File: config.mk
export PLATFORM = sky130hd
export DESIGN_NAME = dff_pipe
export DESIGN_NICKNAME = d
export VERILOG_FILES = /design/src/rtl/dff_pipe.sv
export SDC_FILE = /design/constraint.sdc
export NUM_CORES = 1
export LEC_CHECK = 0
export CAP_MARGIN = 30
export CORE_MARGIN = 2
export CORE_UTILIZATION = 53
export DETAILED_ROUTE_END_ITERATION = 7
export PLACE_DENSITY = 0.86
export SYNTH_ARGS = -nofsm -noshare
export SYNTH_HDL_FRONTEND = slang
export SYNTH_SLANG_ARGS = --single-unit
File: constraint.sdc
create_clock -name clk -period 2.1 [get_ports clk]
set_input_delay 0.21 -clock clk [delete_from_list [all_inputs] [get_ports clk]]
set_output_delay 0.21 -clock clk [all_outputs]
set_load 0.1 [all_outputs]
File: src/rtl/dff_pipe.sv
// WIDTH-bit, DEPTH-stage valid/ready register pipeline whose bubbles collapse behind a stalled output.
// Optional occupancy counter o_count is enabled with `define DFF_PIPE_COUNT_EN.
module dff_pipe #(
  parameter int               WIDTH     = 8,
  parameter int               DEPTH     = 3,
  parameter logic [WIDTH-1:0] RESET_VAL = '0
) (
  input  logic                           clk,
  input  logic                           pwr_reset,
  input  logic                           i_valid,
  input  logic [WIDTH-1:0]               i_data,
  output logic                           o_ready,
  input  logic                           i_ready,
  output logic                           o_valid,
  output logic [WIDTH-1:0]               o_data
`ifdef DFF_PIPE_COUNT_EN
  ,
  output logic [$clog2(DEPTH+1)-1:0]     o_count
`endif
);

  logic [DEPTH-1:0] v;
  logic [DEPTH-1:0] rdy;
  logic [WIDTH-1:0] d [DEPTH];

  // A stage can load when it is empty or everything downstream of it can move.
  always_comb begin
    logic r;
    rdy = '0;
    r = !v[DEPTH-1] | i_ready;
    rdy[DEPTH-1] = r;
    for (int k = DEPTH - 2; k >= 0; k--) begin
      r = !v[k] | r;
      rdy[k] = r;
    end
  end

  always_ff @(posedge clk) begin
    if (pwr_reset) begin
      v <= '0;
      for (int k = 0; k < DEPTH; k++) d[k] <= RESET_VAL;
    end else begin
      if (rdy[0]) begin
        v[0] <= i_valid;
        if (i_valid) d[0] <= i_data;
      end
      // A loaded bubble clears valid but leaves the old data in place.
      for (int k = 1; k < DEPTH; k++) begin
        if (rdy[k]) begin
          v[k] <= v[k-1];
          if (v[k-1]) d[k] <= d[k-1];
        end
      end
    end
  end

  assign o_ready = rdy[0];
  assign o_valid = v[DEPTH-1];
  assign o_data  = d[DEPTH-1];

`ifdef DFF_PIPE_COUNT_EN
  localparam int CW = $clog2(DEPTH + 1);

  logic          in_xfer;
  logic          out_xfer;
  logic [CW-1:0] count;

  assign in_xfer  = i_valid & rdy[0];
  assign out_xfer = v[DEPTH-1] & i_ready;

  always_ff @(posedge clk) begin
    if (pwr_reset) begin
      count <= '0;
    end else if (in_xfer && !out_xfer) begin
      count <= count + CW'(1);
    end else if (out_xfer && !in_xfer) begin
      count <= count - CW'(1);
    end
  end

  assign o_count = count;
`endif

endmodule

* Word level (Yosys, flattened, before mapping)
Memories as Yosys holds them, arrays and structs flattened. Index checks and enable logic that the tools add are counted.
Storage, ports and cells: register bits after elaboration 3, bits in writable memories 24, input bits 12, output and inout port bits 10, word-level logic and storage cells 30, memories kept 1
Operators by class: mux-type cells 17, bitwise operators 6, reduce and logical (&&, ||, !) cells 3
Memory list:
- d | depth 3, bits a word 8, rd ports 3, clocked after Yosys merged registers in 0, write ports 3, line 24 | logic [WIDTH-1:0] d [DEPTH];
Operators with widths (number):
- $mux W8 | 3
- $mux W1 | 14
- $or A1 B1 Y1 | 6
- $logic_not A1 Y1 | 3

* Depth between registers and ports, before layout
depth after elaboration 8, mapped depth 4, gate-level depth less buffers 3

* Least setup slack after synthesis
OpenSTA, ideal clock, no wires.
path kind register to register, from reg v[2], to mem d[0][0] (enable), setup time 0.279 ns, arrival time 2.582 ns, required time 1.821 ns, slack -0.761 ns, stages on the path, launching flop included 4, buffers on the path 0, clock period less this slack 2.861 ns, path through dfxtp_1 -> nor2b_1 -> nand3_1 -> a21o_1
RTL lines:
- start: declaration | line 22 | logic [DEPTH-1:0] v;
- start signal: indexed assignment | line 50 | v[k] <= v[k-1];
- end: declaration | line 24

* Final worst setup path
from reg v[2], to out o_ready
Between the ends: cells in the longest elaborated chain, start to end 4
RTL lines:
- $logic_not A1 Y1 | line 30 | r = !v[DEPTH-1] | i_ready;
- $or A1 B1 Y1 | line 30
- $or A1 B1 Y1 (2 in series) | line 33 | r = !v[k] | r;
- end: declaration | line 12 | output logic o_ready,
Every way passes these cells.

==> results.toml <==
[outcome]
status = "finished, final reports clean"

[clock_network]
path_clk_slew_ns = 0.12
cts_resized = 0
cts_tree = "done"
hold_buffers = 0
cts.sinks = 27
clockBufferDepth = 2
cts_root_buffer = "clkbuf_4"
postCtsSetupRepairBufs = 0
cts_buffers = 3
clk_latency_ns = 0.30
htreeDepth = 1

[synthesis]
ys_types = 18
synth_compound_area_share_pct = 4.41
synth_top_family_by_area = "simple AND/OR/NAND/NOR gates"
yosys_warnings = 0
synth_area_mm2 = 0.00122
synth_xor_area_share_pct = 0
postSynthAreaPerCell_um2 = 15.2
synthAdderAreaFrac_pct = 0
synth_cells = 80
synth_fp_nets = 92
yosys.area_share.simple_pct = 22.8
synthMuxAreaShare_pct = 0
ys_seq_elements = 27
seq_area_frac_synth_pct = 64.1

[grt]
grt_max_degree = 25
grtUsageMet2_pct = 23.2
grt_util_met1_pct = 17.1
grt_first_pass_wirelength_um = 2660
busiest_layer = "met2"
grt_pass1_vias = 598
grt_overflow = 0
grt_usage_pct = 13.8
grtUsageMet3_pct = 2.59
grt_antenna_before_repair = 0

[flow_run]
max_cap_violations = 0

[cells_and_area]
syn2layout_area_growth_pct = 15.8
instances_no_fill = 123
diodes = 0
drive_above_1_share_pct = 31.6
utilization_pct = 64.4
fin_nets = 108
fillers = 160

[detailed_routing]
avgRoutedWirePerCell_um = 12.5
dr.pass1.iters = 4
drcViolationCount = 0
vias_per_cell = 5.07
drt_wl_total_um = 1540
first_iter_violations = 13
num_vias = 623
antenna_left = 0

[floorplanning]
dieWidth_um = 52.0
start_util_pct = 55.6
dieArea_mm2 = 0.00270
fp-row-count = 17
core_area_mm2 = 0.00219
io_pins = 22
dieHeight_um = 52.0

[timing]
setup_violations = 0
slew_headroom_pct = 73.1
setup_tns_ns = 0
whs_ns = 0.502
timing.final.crit_share_pct = 74.3
rsz0062_at_grt = "no"
tightest_slew_ns = 0.402
final_hold_viol_count = 0
fin_crit_ns = 1.56
max_freq_mhz = 641
finClkSkew_ns = 0.00333
slew_viol_final = 0

[critical_path]
start_kind = "register"
cp.required_ns = 1.89
worstPathMaxFanout = 4
crit_path_end_kind = "primary output"
worstSetupPathType = "reg2out"
cp.arrival_ns = 1.35

[placed_design]
placed_cells = 119
io_buffers = 21
dp_hpwl_um = 1100
gp_congestion = 0.654

[hold_path]
hold_path_class = "in2reg"

[power]
cellPowerDensity_mw_per_mm2 = 737
ir_drop_mv = 0.445
p_leak_nw = 0.506
==> report_power, final <==
group          leakage, nW  internal [mW]  switching (mW)
combinational        0.209         0.0620           0.134
clock               0.0150         0.0740           0.132
sequential           0.282          0.626          0.0121
==> cells in the final DEF, fill, tap and decap left out, types with 3 or more instances in the layout <==
master           netlist  routed
clkbuf_4               0       3
buf_4                  8      12
clkdlybuf4s50_1        0      11
a21o_1                 3       3
nor3b_1               14      14
nor2_1                 3       3
edfxtp_1              24      24
nor3b_2               10      10
==> layer usage <==
metal  wire, um  vias up
met4         16        0
met1        651      285
met2        785       22
met5          0        -
li1           -      314
met3         89        2
==> critical path: stages, from the launching register on <==
cell and delay [ns]:
dfxtp_2 0.35, nor2b_1 0.36, nand3_4 0.14, buf_12 0.20
==> layout make-up <==
cell class / instances / area [um^2] / share of cell area [%]
Clock buffer: 4 / 26.3 / 1.86
Multi-Input combinational cell: 39 / 344 / 24.4
Sequential cell: 27 / 782 / 55.4
Tap cell: 28 / 35.0 / 2.48
Timing Repair Buffer: 24 / 220 / 15.6
Inverter: 1 / 3.75 / 0.266
==> path summary, 6_finish.rpt <==
check | start | endpoint | slack [ns] | cells after the start
max reg2reg | v[1] | d[0][21] | 0.60 | 4
min reg2reg | d[0][11] | d[0][19] | 0.58 | 1
max | v[2] | o_ready | 0.54 | 3
min | i_valid | v[0] | 0.50 | 3
==> flip-flops by register name, indices dropped and copies added (netlist names) <==
register / cells
d: 24
v: 3
==> cells in the mapped netlist <==
library cell | instances | area share, %
nand3_1 | 1 | 0.41
buf_6 | 1 | 0.92
nor2b_1 | 1 | 0.51
a21oi_1 | 2 | 0.82
clkbuf_1 | 3 | 0.92
nor2_1 | 3 | 0.92
inv_1 | 1 | 0.31
edfxtp_1 | 24 | 59
nor3b_2 | 10 | 10
nor3b_1 | 14 | 8.6
dfxtp_1 | 3 | 4.9
buf_12 | 1 | 1.6
a22oi_4 | 1 | 1.7
a21o_1 | 3 | 1.8
buf_4 | 8 | 4.9
or2_1 | 1 | 0.51
or2b_4 | 1 | 0.92
nand2_1 | 2 | 0.62
==> metrics by stage <==
| stage | worst slack (ns) | cell area [um^2] | total power [mW] |
|---|---|---|---|
| 3_3_place_gp | 0.377 | 1390 | 0.841 |
| 2_1_floorplan | 0.107 | 1230 | 0.816 |
| 3_5_place_dp | 0.323 | 1390 | 0.847 |
| 4_1_cts | 0.525 | 1410 | 1.04 |
| 6_report | 0.540 | 1410 | 1.04 |
| 5_1_grt | 0.425 | 1410 | 1.08 |
==> cells by family after synthesis <==
kind of cell,Yosys count
buffers and inverters,14
and+or+nand+nor,33
AOI/OAI and AO/OA,6
DFF,27
Power figures use the tool's default switching activity.
